## src/rtl/seq_gen_if.sv

```systemverilog
// Handshake bundle for seq_gen: request/pattern inputs from the master,
// serial data and status back from the generator.
interface seq_gen_if #(
  parameter int PAT_W = 4
);
  logic             start;
  logic [PAT_W-1:0] pat;
  logic [3:0]       reps;
  logic [1:0]       gap;
  logic             abort;
  logic             x;
  logic             x_vld;
  logic             busy;
  logic             done;
  logic [3:0]       sent;

  modport master (
    output start, pat, reps, gap, abort,
    input  x, x_vld, busy, done, sent
  );

  modport slave (
    input  start, pat, reps, gap, abort,
    output x, x_vld, busy, done, sent
  );
endinterface

```

## src/rtl/seq_gen.sv

```systemverilog
// Serial pattern generator: sends a latched pattern MSB first, reps times,
// with gap idle cycles between repeats, then pulses done.
module seq_gen #(
  parameter int               PAT_W   = 4,
  parameter logic [PAT_W-1:0] PAT_DEF = 4'b1101
) (
  input logic   clk,
  input logic   rst,
  seq_gen_if.slave bus
);

  localparam int IDX_W = (PAT_W > 1) ? $clog2(PAT_W) : 1;
  localparam logic [IDX_W-1:0] IDX_LAST = IDX_W'(PAT_W - 1);

  typedef enum logic [1:0] {
    S_IDLE = 2'd0,
    S_SEND = 2'd1,
    S_GAP  = 2'd2,
    S_DONE = 2'd3
  } state_t;

  state_t           state_q, state_d;
  logic [PAT_W-1:0] shreg_q, shreg_d;
  logic [IDX_W-1:0] idx_q, idx_d;
  logic [1:0]       gcnt_q, gcnt_d;
  logic [3:0]       reps_q, reps_d;
  logic [1:0]       gap_q, gap_d;
  logic [3:0]       sent_q, sent_d;
  logic             x_q, x_d;
  logic             x_vld_q, x_vld_d;
  logic             busy_q, busy_d;
  logic             done_q, done_d;

  // Next-state logic; outputs are derived from the next state so they register cleanly.
  always_comb begin
    state_d = state_q;
    shreg_d = shreg_q;
    idx_d   = idx_q;
    gcnt_d  = gcnt_q;
    reps_d  = reps_q;
    gap_d   = gap_q;
    sent_d  = sent_q;

    case (state_q)
      S_IDLE: begin
        if (bus.start && !bus.abort && (bus.reps != 4'd0)) begin
          state_d = S_SEND;
          shreg_d = bus.pat;
          reps_d  = bus.reps;
          gap_d   = bus.gap;
          sent_d  = 4'd0;
          idx_d   = IDX_LAST;
        end else begin
          state_d = S_IDLE;
        end
      end
      S_SEND: begin
        if (bus.abort) begin
          state_d = S_IDLE;
          idx_d   = '0;
        end else begin
          // Rotate so the register is back to the original pattern after PAT_W bits.
          shreg_d = (shreg_q << 1) | (shreg_q >> (PAT_W - 1));
          if (idx_q == '0) begin
            sent_d = sent_q + 4'd1;
            if (sent_d == reps_q) begin
              state_d = S_DONE;
            end else if (gap_q == 2'd0) begin
              idx_d = IDX_LAST;
            end else begin
              state_d = S_GAP;
              gcnt_d  = gap_q;
            end
          end else begin
            idx_d = idx_q - IDX_W'(1);
          end
        end
      end
      S_GAP: begin
        if (bus.abort) begin
          state_d = S_IDLE;
          gcnt_d  = 2'd0;
        end else if (gcnt_q == 2'd1) begin
          state_d = S_SEND;
          gcnt_d  = 2'd0;
          idx_d   = IDX_LAST;
        end else begin
          gcnt_d = gcnt_q - 2'd1;
        end
      end
      S_DONE: begin
        state_d = S_IDLE;
      end
      default: begin
        state_d = S_IDLE;
      end
    endcase

    x_d     = (state_d == S_SEND) ? shreg_d[PAT_W-1] : 1'b0;
    x_vld_d = (state_d == S_SEND);
    busy_d  = (state_d != S_IDLE);
    done_d  = (state_d == S_DONE);
  end

  // State and output registers with asynchronous active-low reset.
  always_ff @(posedge clk or negedge rst) begin
    if (!rst) begin
      state_q <= S_IDLE;
      shreg_q <= PAT_DEF;
      idx_q   <= '0;
      gcnt_q  <= 2'd0;
      reps_q  <= 4'd0;
      gap_q   <= 2'd0;
      sent_q  <= 4'd0;
      x_q     <= 1'b0;
      x_vld_q <= 1'b0;
      busy_q  <= 1'b0;
      done_q  <= 1'b0;
    end else begin
      state_q <= state_d;
      shreg_q <= shreg_d;
      idx_q   <= idx_d;
      gcnt_q  <= gcnt_d;
      reps_q  <= reps_d;
      gap_q   <= gap_d;
      sent_q  <= sent_d;
      x_q     <= x_d;
      x_vld_q <= x_vld_d;
      busy_q  <= busy_d;
      done_q  <= done_d;
    end
  end

  assign bus.x     = x_q;
  assign bus.x_vld = x_vld_q;
  assign bus.busy  = busy_q;
  assign bus.done  = done_q;
  assign bus.sent  = sent_q;

endmodule

```

## src/flat_wrapper.sv

```systemverilog
// flat-port wrapper written by rule: the top's interface ports become plain ports
module seq_gen_flat 
#(
  parameter int               PAT_W   = 4,
  parameter logic [PAT_W-1:0] PAT_DEF = 4'b1101
)
  (clk, rst, bus_start, bus_pat, bus_reps, bus_gap, bus_abort, bus_x, bus_x_vld, bus_busy, bus_done, bus_sent);
  seq_gen_if #(.PAT_W(PAT_W)) bus_i ();
  input logic clk;
  input logic rst;
  input wire logic [$bits(bus_i.start)-1:0] bus_start;
  input wire logic [$bits(bus_i.pat)-1:0] bus_pat;
  input wire logic [$bits(bus_i.reps)-1:0] bus_reps;
  input wire logic [$bits(bus_i.gap)-1:0] bus_gap;
  input wire logic [$bits(bus_i.abort)-1:0] bus_abort;
  output wire logic [$bits(bus_i.x)-1:0] bus_x;
  output wire logic [$bits(bus_i.x_vld)-1:0] bus_x_vld;
  output wire logic [$bits(bus_i.busy)-1:0] bus_busy;
  output wire logic [$bits(bus_i.done)-1:0] bus_done;
  output wire logic [$bits(bus_i.sent)-1:0] bus_sent;
  assign bus_i.start = bus_start;
  assign bus_i.pat = bus_pat;
  assign bus_i.reps = bus_reps;
  assign bus_i.gap = bus_gap;
  assign bus_i.abort = bus_abort;
  assign bus_x = bus_i.x;
  assign bus_x_vld = bus_i.x_vld;
  assign bus_busy = bus_i.busy;
  assign bus_done = bus_i.done;
  assign bus_sent = bus_i.sent;
  seq_gen #(.PAT_W(PAT_W), .PAT_DEF(PAT_DEF)) u_core (.clk(clk), .rst(rst), .bus(bus_i));
endmodule
```

## config.mk

```make
export PLATFORM = sky130hd
export DESIGN_NAME = seq_gen_flat
export DESIGN_NICKNAME = d
export VERILOG_FILES = /design/src/rtl/seq_gen_if.sv /design/src/rtl/seq_gen.sv /design/src/flat_wrapper.sv
export SDC_FILE = /design/constraint.sdc
export NUM_CORES = 1
export LEC_CHECK = 0
export CORE_UTILIZATION = 51
export DETAILED_ROUTE_END_ITERATION = 8
export PLACE_DENSITY = 0.78
export SLEW_MARGIN = 20
export SYNTH_ARGS = -nofsm -noshare
export SYNTH_HDL_FRONTEND = slang
export SYNTH_SLANG_ARGS = --single-unit
```

## constraint.sdc

```tcl
create_clock -name clk -period 2.7 [get_ports clk]
set_input_delay 0.27 -clock clk [delete_from_list [all_inputs] [get_ports clk]]
set_output_delay 0.27 -clock clk [all_outputs]
set_load 0.02 [all_outputs]
```

==> results.yml <==
drt:
  drt_iter0_markers: 26
  wire_per_inst_um: 14.51
  drc: 0
  viasPerCell: 5.629
  first_pass_iters: 6
  final_antenna_net_count: 0
  totalWireLength_um: 2424
  via_count: 940
yosys:
  netlist_area_sq_um: 1202
  ys_types: 37
  synth-edff-count: 0
  synthArstFlopShare_pct: 100.0
  synth_top_cell_by_area: "dfrtp_1"
  synthCells: 114
  ys_ff_latch: 24
  syn_nets: 131
  synthTopCellsByArea: "dfrtp_1 (44%), dfstp_2 (6.6%), mux2_2 (6.6%)"
  synth_ff_type: "dfrtp_1"
  synth_top_area_share_pct: 43.70
  yosysSeqAreaShare_pct: 50.26
  yosys_warnings: 0
  syn_avg_cell_area_sq_um: 10.55
run_status:
  status: "finished, final reports clean"
clock_network:
  cts_made_buffers: 3
  cts_resized: 0
  cts-root-buf: "clkbuf_4"
  cts.clk_slew.worst_paths_ps: 130
  clk_path_buf_depth: 2
  cts.hold.buffers_added: 0
  h-tree-depth: 1
  cts_sinks: 24
  cts_setup_buffers: 0
  cts_tree: "built"
  clk_latency_ps: 320
finish:
  n_antenna_cell: 0
  drive_gt1_share_pct: 17.27
  fin_area_sq_um: 1496
  areaGrowthSynthToFinish_pct: 24.45
  final_cell_mix: "clkdlybuf4s50_1 (21), dfrtp_1 (21), nand2_1 (13)"
  fin_nets: 157
pwr:
  power_density_nw_per_um2: 949.3
  p_leak_nw: 0.6352
  vdd_drop_max_v: 0.0005464
floorplanning:
  start_util_pct: 54.36
  core-area_sq_um: 2212
  dieArea_sq_um: 2556
  die_width_um: 50.56
  num_rows: 17
  boundaryPins: 22
  die_y_um: 50.56
placed_design:
  io_buffers: 21
  place_ws_ps: 424.8
  gp_congestion: 0.9241
  dp_hpwl_um: 1854
  dpl-instance-area_sq_um: 1460
global_route:
  grt_pass1_vias: 950
  overflow: 0
  grt_pass1_wl_um: 4153
  grt_max_degree: 25
  grt.total_usage_pct: 22.12
  antenna_found_initial: 0
setup_path:
  rr_worst_depth: 7
  regToRegSetupSlack_ps: 630
  critPathMaxFanout: 4
  startpoint_type: "register"
  worstReg2RegStart: "u_core.gcnt_q[1]"
  reg2reg_to: "u_core.idx_q[1]"
  crit_path_end_kind: "register"
  crit_arrival_ps: 2280
  crit_type: "register to register"
  worstPathRequired_ps: 2910
timing:
  finalClockSkew_ps: 11.39
  hold_viol: 0
  slew_viol_final: 0
  post-route-period-util_pct: 76.75
  rsz0062_at_grt: "no"
  relSlewSlack_pct: 61.12
  post-route-min-period_ps: 2072
  fin_tns_setup_ps: 0
  finalSetupViolations: 0
  layout_setup_ws_ps: 627.9
  fmax_mhz: 482.6
  worstMarginPinSlew_ps: 577.9
min_path:
  hp-class: "input port to asynchronous set/reset pin"
flow_run:
  drv_cap: 0
## critical path, cell delays in order (launching register included)
cell and delay (ps):
dfrtp_1 410, inv_1 60, ha_1 200, or3b_2 480, a22oi_1 160, o31ai_1 90, a21oi_1 210, mux2_2 360
## metrics by stage
step | total power [mW] | hold WS, ps | util (%) | instances
3_3_place_gp | 1.206 | 446.8 | 66.01 | 163
6_report | 1.421 | 282.2 | 67.65 | 167
2_1_floorplan | 1.037 | -25.59 | - | 114
5_1_grt | 1.522 | 316.8 | 67.65 | 167
3_5_place_dp | 1.241 | 451.9 | 66.01 | 163
4_1_cts | 1.427 | 293.0 | 67.65 | 167
## state kept, by name (all words and copies together) (netlist names)
| register | count |
|---|---|
| u_core.reps_q | 4 |
| u_core.bus.busy | 1 |
| u_core.state_q | 2 |
| u_core.gap_q | 2 |
| u_core.bus.done | 1 |
| u_core.gcnt_q | 2 |
| u_core.bus.sent | 4 |
| u_core.idx_q | 2 |
| u_core.shreg_q | 4 |
| u_core.bus.x_vld | 1 |
| u_core.bus.x | 1 |
## where the power goes
group | switching (mW) | internal [mW]
combinational | 0.289 | 0.318
sequential | 0.111 | 0.514
clock | 0.107 | 0.0824
## layout make-up
type / count / area [sq um]
Fill cell: 176 / 715.7
Tap cell: 28 / 35.03
Inverter: 4 / 15.01
Multi-Input combinational cell: 82 / 565.5
Clock buffer: 4 / 36.28
Sequential cell: 24 / 604.3
Timing Repair Buffer: 25 / 240.2
## cells in the mapped netlist (2+ instances only)
cell type,instances
dfrtp_1,21
nand2_1,13
o21ai_0,9
mux2_2,7
nor2_1,7
a22oi_1,4
inv_1,4
xnor2_1,4
a21oi_1,3
dfstp_2,3
ha_1,3
buf_2,2
clkbuf_1,2
nand2b_1,2
nand3_1,2
nor2b_1,2
nor3_1,2
nor3b_1,2
o31ai_1,2
or2_2,2
xor2_1,2
## how the worst max path moves through the flow
stage	start	end	slack (ps)	depth (start not counted)
floorplan	u_core.bus.sent[0]	u_core.gcnt_q[1]	720	6
global placement	bus_abort	u_core.idx_q[1]	490	6
detailed placement	bus_abort	u_core.idx_q[1]	420	6
CTS	u_core.gcnt_q[1]	u_core.idx_q[1]	630	7
global route	u_core.gcnt_q[1]	u_core.idx_q[1]	560	7
finish	u_core.gcnt_q[1]	u_core.idx_q[1]	630	7
## metal layers
metal  global-route usage [%]  part of all wire, %  vias up
met5                        0                    0        -
met4                    10.65                  1.2        0
met3                    3.333                  4.0        4
met2                    36.67                   48       27
met1                    28.15                   47      450
li1                         -                    -      459
## kinds of logic (layout without fill, tap and decap cells)
group / Yosys count / count (layout) / synth area share, %
AND/OR/NAND/NOR: 39 / 39 / 17.79
AO/OA/AOI/OAI: 27 / 27 / 15.19
flip-flops: 24 / 24 / 50.26
buffers and inverters: 8 / 33 / 2.705
multiplexers: 7 / 7 / 6.556
XOR/XNOR: 6 / 6 / 4.370
adder cells (fa/ha/maj): 3 / 3 / 3.122
Note: power is estimated with default switching activity, not from simulation.
==> RTL change 1, RTL diff (config.mk and constraints unchanged) <==
`PAT_DEF` is set to 4'b1101 in 2 places; all go to 4'b0110.
--- a/src/rtl/seq_gen.sv
+++ b/src/rtl/seq_gen.sv
@@ -2,7 +2,7 @@
 // with gap idle cycles between repeats, then pulses done.
 module seq_gen #(
   parameter int               PAT_W   = 4,
-  parameter logic [PAT_W-1:0] PAT_DEF = 4'b1101
+  parameter logic [PAT_W-1:0] PAT_DEF = 4'b0110
 ) (
   input logic   clk,
   input logic   rst,
--- a/src/flat_wrapper.sv
+++ b/src/flat_wrapper.sv
@@ -2,7 +2,7 @@
 module seq_gen_flat 
 #(
   parameter int               PAT_W   = 4,
-  parameter logic [PAT_W-1:0] PAT_DEF = 4'b1101
+  parameter logic [PAT_W-1:0] PAT_DEF = 4'b0110
 )
   (clk, rst, bus_start, bus_pat, bus_reps, bus_gap, bus_abort, bus_x, bus_x_vld, bus_busy, bus_done, bus_sent);
   seq_gen_if #(.PAT_W(PAT_W)) bus_i ();
Behaviour: no difference found for any inputs over 10 cycles, from zero or initial values and one cycle with rst low; that may be too few to reach the edited logic, so the function may still have changed.
==> RTL change 1 against the unedited design <==
Synthesized cell count unchanged. Cell area fell by 0.75%. Setup slack gained 0.019 ns. Sequential cell count did not move. Synthesized area is 0.10% lower. Power fell by 2.8%. Wire length shrank 4.2%. Sequential power fell by 1%. Largest cell class unchanged. Highest routed layer is now met3.
==> RTL change 1: results (changes against the unedited design) <==
| Metric | Value |
|---|---|
| DP Worst Slack | 0.419 ns (-0.00573 ns) |
| Gpl congestion | 0.921 (-0.29%) |
| Status | completed |
| Clock Latency Late Sink | 0.31 ns |
| Largest net degree at the start of global routing | 25 (unchanged) |
| Dpl cells | 163 (unchanged) |
| WL/cell | 13.9 um (-4.2%) |
| Num CTS Buffers | 3 (unchanged) |
| # diodes | 0 (unchanged) |
| Tightest Hold Check Type | primary input to asynchronous set/reset pin |
| Clock buffer depth | 2 (unchanged) |
| Ys Warns | 0 (unchanged) |
| Yosys cell types | 37 (unchanged) |
| Top_reg_cell synth | dfrtp_1 |
| GRT met3 Usage | 3.33% (unchanged) |
| Vias in the first global route | 929 (-2.2%) |
| CP Data Arrival Time | 2.26 ns (-0.02 ns) |
| Commonest cells in the netlist | dfrtp_1 (22), nand2_1 (13), o21ai_0 (9) |
| Layout Cells excl Fill | 167 (unchanged) |
| Synth Instances | 114 (unchanged) |
| Cell Area, Placed | 1460 um^2 (about the same) |
| Reg clk slew, reported paths | 0.13 ns (about the same) |
| GR Util met2 | 35.6% (-1.1 points) |
| M1 GR Usage | 27.8% (-0.32 points) |
| Largest cells by area after synthesis | dfrtp_1 (46%), mux2_2 (6.6%), dfstp_2 (4.4%) |
| # Post-CTS Setup Buffers | 0 (unchanged) |
| Hpwl dp | 1800 um (-2.9%) |
| Crit path from | u_core.gcnt_q[1] |
| Synthesized Nets | 131 (unchanged) |
| Sequential element share of the synthesized area | 50.2% (-0.052 points) |
| Port bufs | 21 (unchanged) |
| Crit path max fanout | 4 (unchanged) |
| Vias/cell | 5.57 (-0.96%) |
| Global-route wire length before repair | 4060 um (-2.1%) |
| Internal power | 0.884 mW (-3.3%) |
| H-tree depth | 1 (unchanged) |
| CTS resizes | 0 (unchanged) |
| Async SR Flop Fraction | 100% (unchanged) |
| Clock root buffer | clkbuf_4 |
| Router iterations before antenna repair | 4 (-2) |
| Leakage | 0.631 nW (-0.60%) |
| All-Layer GR Usage | 21.2% (-0.97 points) |
| Worst slew margin | 63.6% (+2.5 points) |
| Antenna violations before repair | 0 (unchanged) |
| VDD IR max | 0.592 mV (+8.3%) |
| Setup Skew | 0.00634 ns (-0.00505 ns) |
| Initial DRC Count | 20 (-23%) |
| Share of layout cells above drive strength 1 | 15.8% (-1.4 points) |
## RTL change 1: logic make-up after synthesis
| logic type | count (synthesis) | synth area share [%] |
|---|---|---|
| mux | 7 | 6.56 |
| flops | 24 | 50.2 |
| buf+inv | 8 | 2.71 |
| fa+ha+maj | 3 | 3.13 |
| compound gates | 27 | 15.2 |
| simple gates | 39 | 17.8 |
| xor+xnor | 6 | 4.37 |
## RTL change 1: path summary, 6_finish.rpt
path / endpoint / slack (ns) / depth (start not counted)
worst min-delay path: u_core.bus.sent[0] / 0.29 / 2
max in group asynchronous: u_core.shreg_q[1] / 2.12 / 2
worst max register to register: u_core.idx_q[1] / 0.65 / 7
min in group clk: u_core.shreg_q[2] / 0.47 / 2
worst max-delay path: u_core.idx_q[1] / 0.65 / 7
worst min register to register: u_core.shreg_q[2] / 0.47 / 2
## RTL change 1: critical path, stage by stage, from the launching register on
cell,delay [ns]
dfrtp_1,0.41
inv_1,0.06
ha_1,0.19
or3b_2,0.48
a22oi_1,0.17
o31ai_1,0.09
a21oi_1,0.19
mux2_2,0.36
## RTL change 1: final cells by class
cell class | count | area, um^2
multi-input cells | 82 | 566
flip-flops and latches | 24 | 603
fillers | 186 | 727
well taps | 28 | 35.0
inverters | 4 | 15.0
clock buffers | 4 | 26.3
repair buffers | 25 | 240
## RTL change 1: layer usage
| metal | wire, um | vias to the layer above |
|---|---|---|
| met3 | 70 | 0 |
| met5 | 0 | - |
| met2 | 1120 | 19 |
| met1 | 1130 | 453 |
| li1 | - | 459 |
| met4 | 0 | 0 |
## RTL change 1: power groups by stage
stage	clock network [mW]	logic, mW	registers (mW)
CTS	0.168	0.605	0.617
finish	0.163	0.601	0.617
global route	0.181	0.672	0.636
floorplan	0	0.401	0.631
global placement	0	0.582	0.619
detailed placement	0	0.605	0.626
==> RTL change 2, RTL diff (config.mk and constraints unchanged) <==
Without the edit above. Re-encode `state_t` (4 states) as one-hot, 4 bits wide.
--- a/src/rtl/seq_gen.sv
+++ b/src/rtl/seq_gen.sv
@@ -12,11 +12,11 @@
   localparam int IDX_W = (PAT_W > 1) ? $clog2(PAT_W) : 1;
   localparam logic [IDX_W-1:0] IDX_LAST = IDX_W'(PAT_W - 1);
 
-  typedef enum logic [1:0] {
-    S_IDLE = 2'd0,
-    S_SEND = 2'd1,
-    S_GAP  = 2'd2,
-    S_DONE = 2'd3
+  typedef enum logic [3:0] {
+    S_IDLE = 4'b0001,
+    S_SEND = 4'b0010,
+    S_GAP  = 4'b0100,
+    S_DONE = 4'b1000
   } state_t;
 
   state_t           state_q, state_d;
Check against the original RTL: same outputs for any inputs over 10 cycles, from zero or initial values and one cycle with rst low; not proved beyond that.
==> RTL change 2 against the unedited design <==
Non-clock buffer count unchanged. Sequential cell count rose by 2. Cell area grew 12%. First-iteration DRC count up 110%. Setup slack got worse by 0.052 ns. Cell count up 8.4%. Wire length up 13%. Critical path depth fell by 3. Synthesized area increased by 13%. Synthesized cell count grew 9.6%. Critical path type unchanged.
Power is not compared: it rests on default switching activity, and its combinational part moved more than twofold at a synthesized area within 25%.
==> RTL change 2: results (changes against the unedited design) <==
| Metric | Value |
|---|---|
| Status | completed |
| Mean Syn Cell Area | 10.9 um^2 (+3.4%) |
| All-Layer GR Usage | 22.4% (+0.29 points) |
| DR vias | 1041 (+11%) |
| Final net count | 169 (+7.6%) |
| Mux share of post-synthesis cell area | 7.25% (+0.69 points) |
| CP Data Arrival Time | 2.34 ns (+0.06 ns) |
| Sequential element share of the synthesized area | 48.1% (-2.2 points) |
| Vias in the first global route | 973 (+2.4%) |
| Yosys cell types | 42 (+14%) |
| Pin slew with the least headroom to its limit | 0.661 ns (+0.0832 ns) |
| Setup Skew | 0.0136 ns (+0.00219 ns) |
| Largest cells by area after synthesis | dfrtp_1 (40%), dfstp_2 (7.7%), mux2_2 (5.8%) |
| Share of layout cells above drive strength 1 | 19.2% (+1.9 points) |
| Reg clk slew, reported paths | 0.15 ns (+0.02 ns) |
| Initial DRC Count | 54 (+110%) |
| Complex-gate fraction of the synthesized area | 15.1% (-0.055 points) |
| Dpl cells | 177 (+8.6%) |
| Commonest cells in the netlist | dfrtp_1 (22), nand2_1 (14), inv_1 (8), o21ai_0 (8), mux2_2 (7) |
| CP max stage cell | or4b_2 |
| Synth Area in XOR/XNOR | 4.50% (+0.12 points) |
| Gpl congestion | 0.852 (-7.8%) |
| Reg2reg path depth | 4 (-3) |
| Global-route wire length before repair | 4570 um (+10%) |
| M1 WL | 1250 um (+11%) |
| Router iterations before antenna repair | 4 (-2) |
| GRT met3 Usage | 1.69% (-1.6 points) |
| Post-Synth Adder-Cell Area | 2.75% (-0.37 points) |
| Filler cells | 195 (+11%) |
| WL/cell | 15.2 um (+4.6%) |
| Cell Area, Placed | 1620 um^2 (+11%) |
| Crit path max fanout | 10 (+6) |
RTL change 2: cell count changes in the layout (fill, tap and decap cells not counted), moves of 2 or more:
| cell | change |
|---|---|
| nor2_1 | -2 |
| a21boi_0 | +3 |
| a222oi_1 | +3 |
| inv_1 | +4 |
| a21o_1 | +2 |
| a22oi_1 | -3 |
| mux2i_1 | +2 |
| or4b_2 | +2 |
RTL change 2: power by group through the flow:
stage / sequential (mW) / clock [mW] / combinational [mW]
floorplan: 0.500 / 0 / 0.165
global placement: 0.505 / 0 / 0.229
detailed placement: 0.508 / 0 / 0.239
CTS: 0.500 / 0.273 / 0.241
global route: 0.510 / 0.288 / 0.267
finish: 0.501 / 0.268 / 0.241
RTL change 2: final cells by class:
type                    instances  area (um^2)  area share (%)
clock buffers                   3         22.5            1.35
clock inverters                 1         30.0            1.80
inverters                       8         30.0            1.80
multi-input cells              88          654            39.2
flip-flops and latches         26          656            39.3
well taps                      30         37.5            2.25
repair buffers                 25          240            14.4
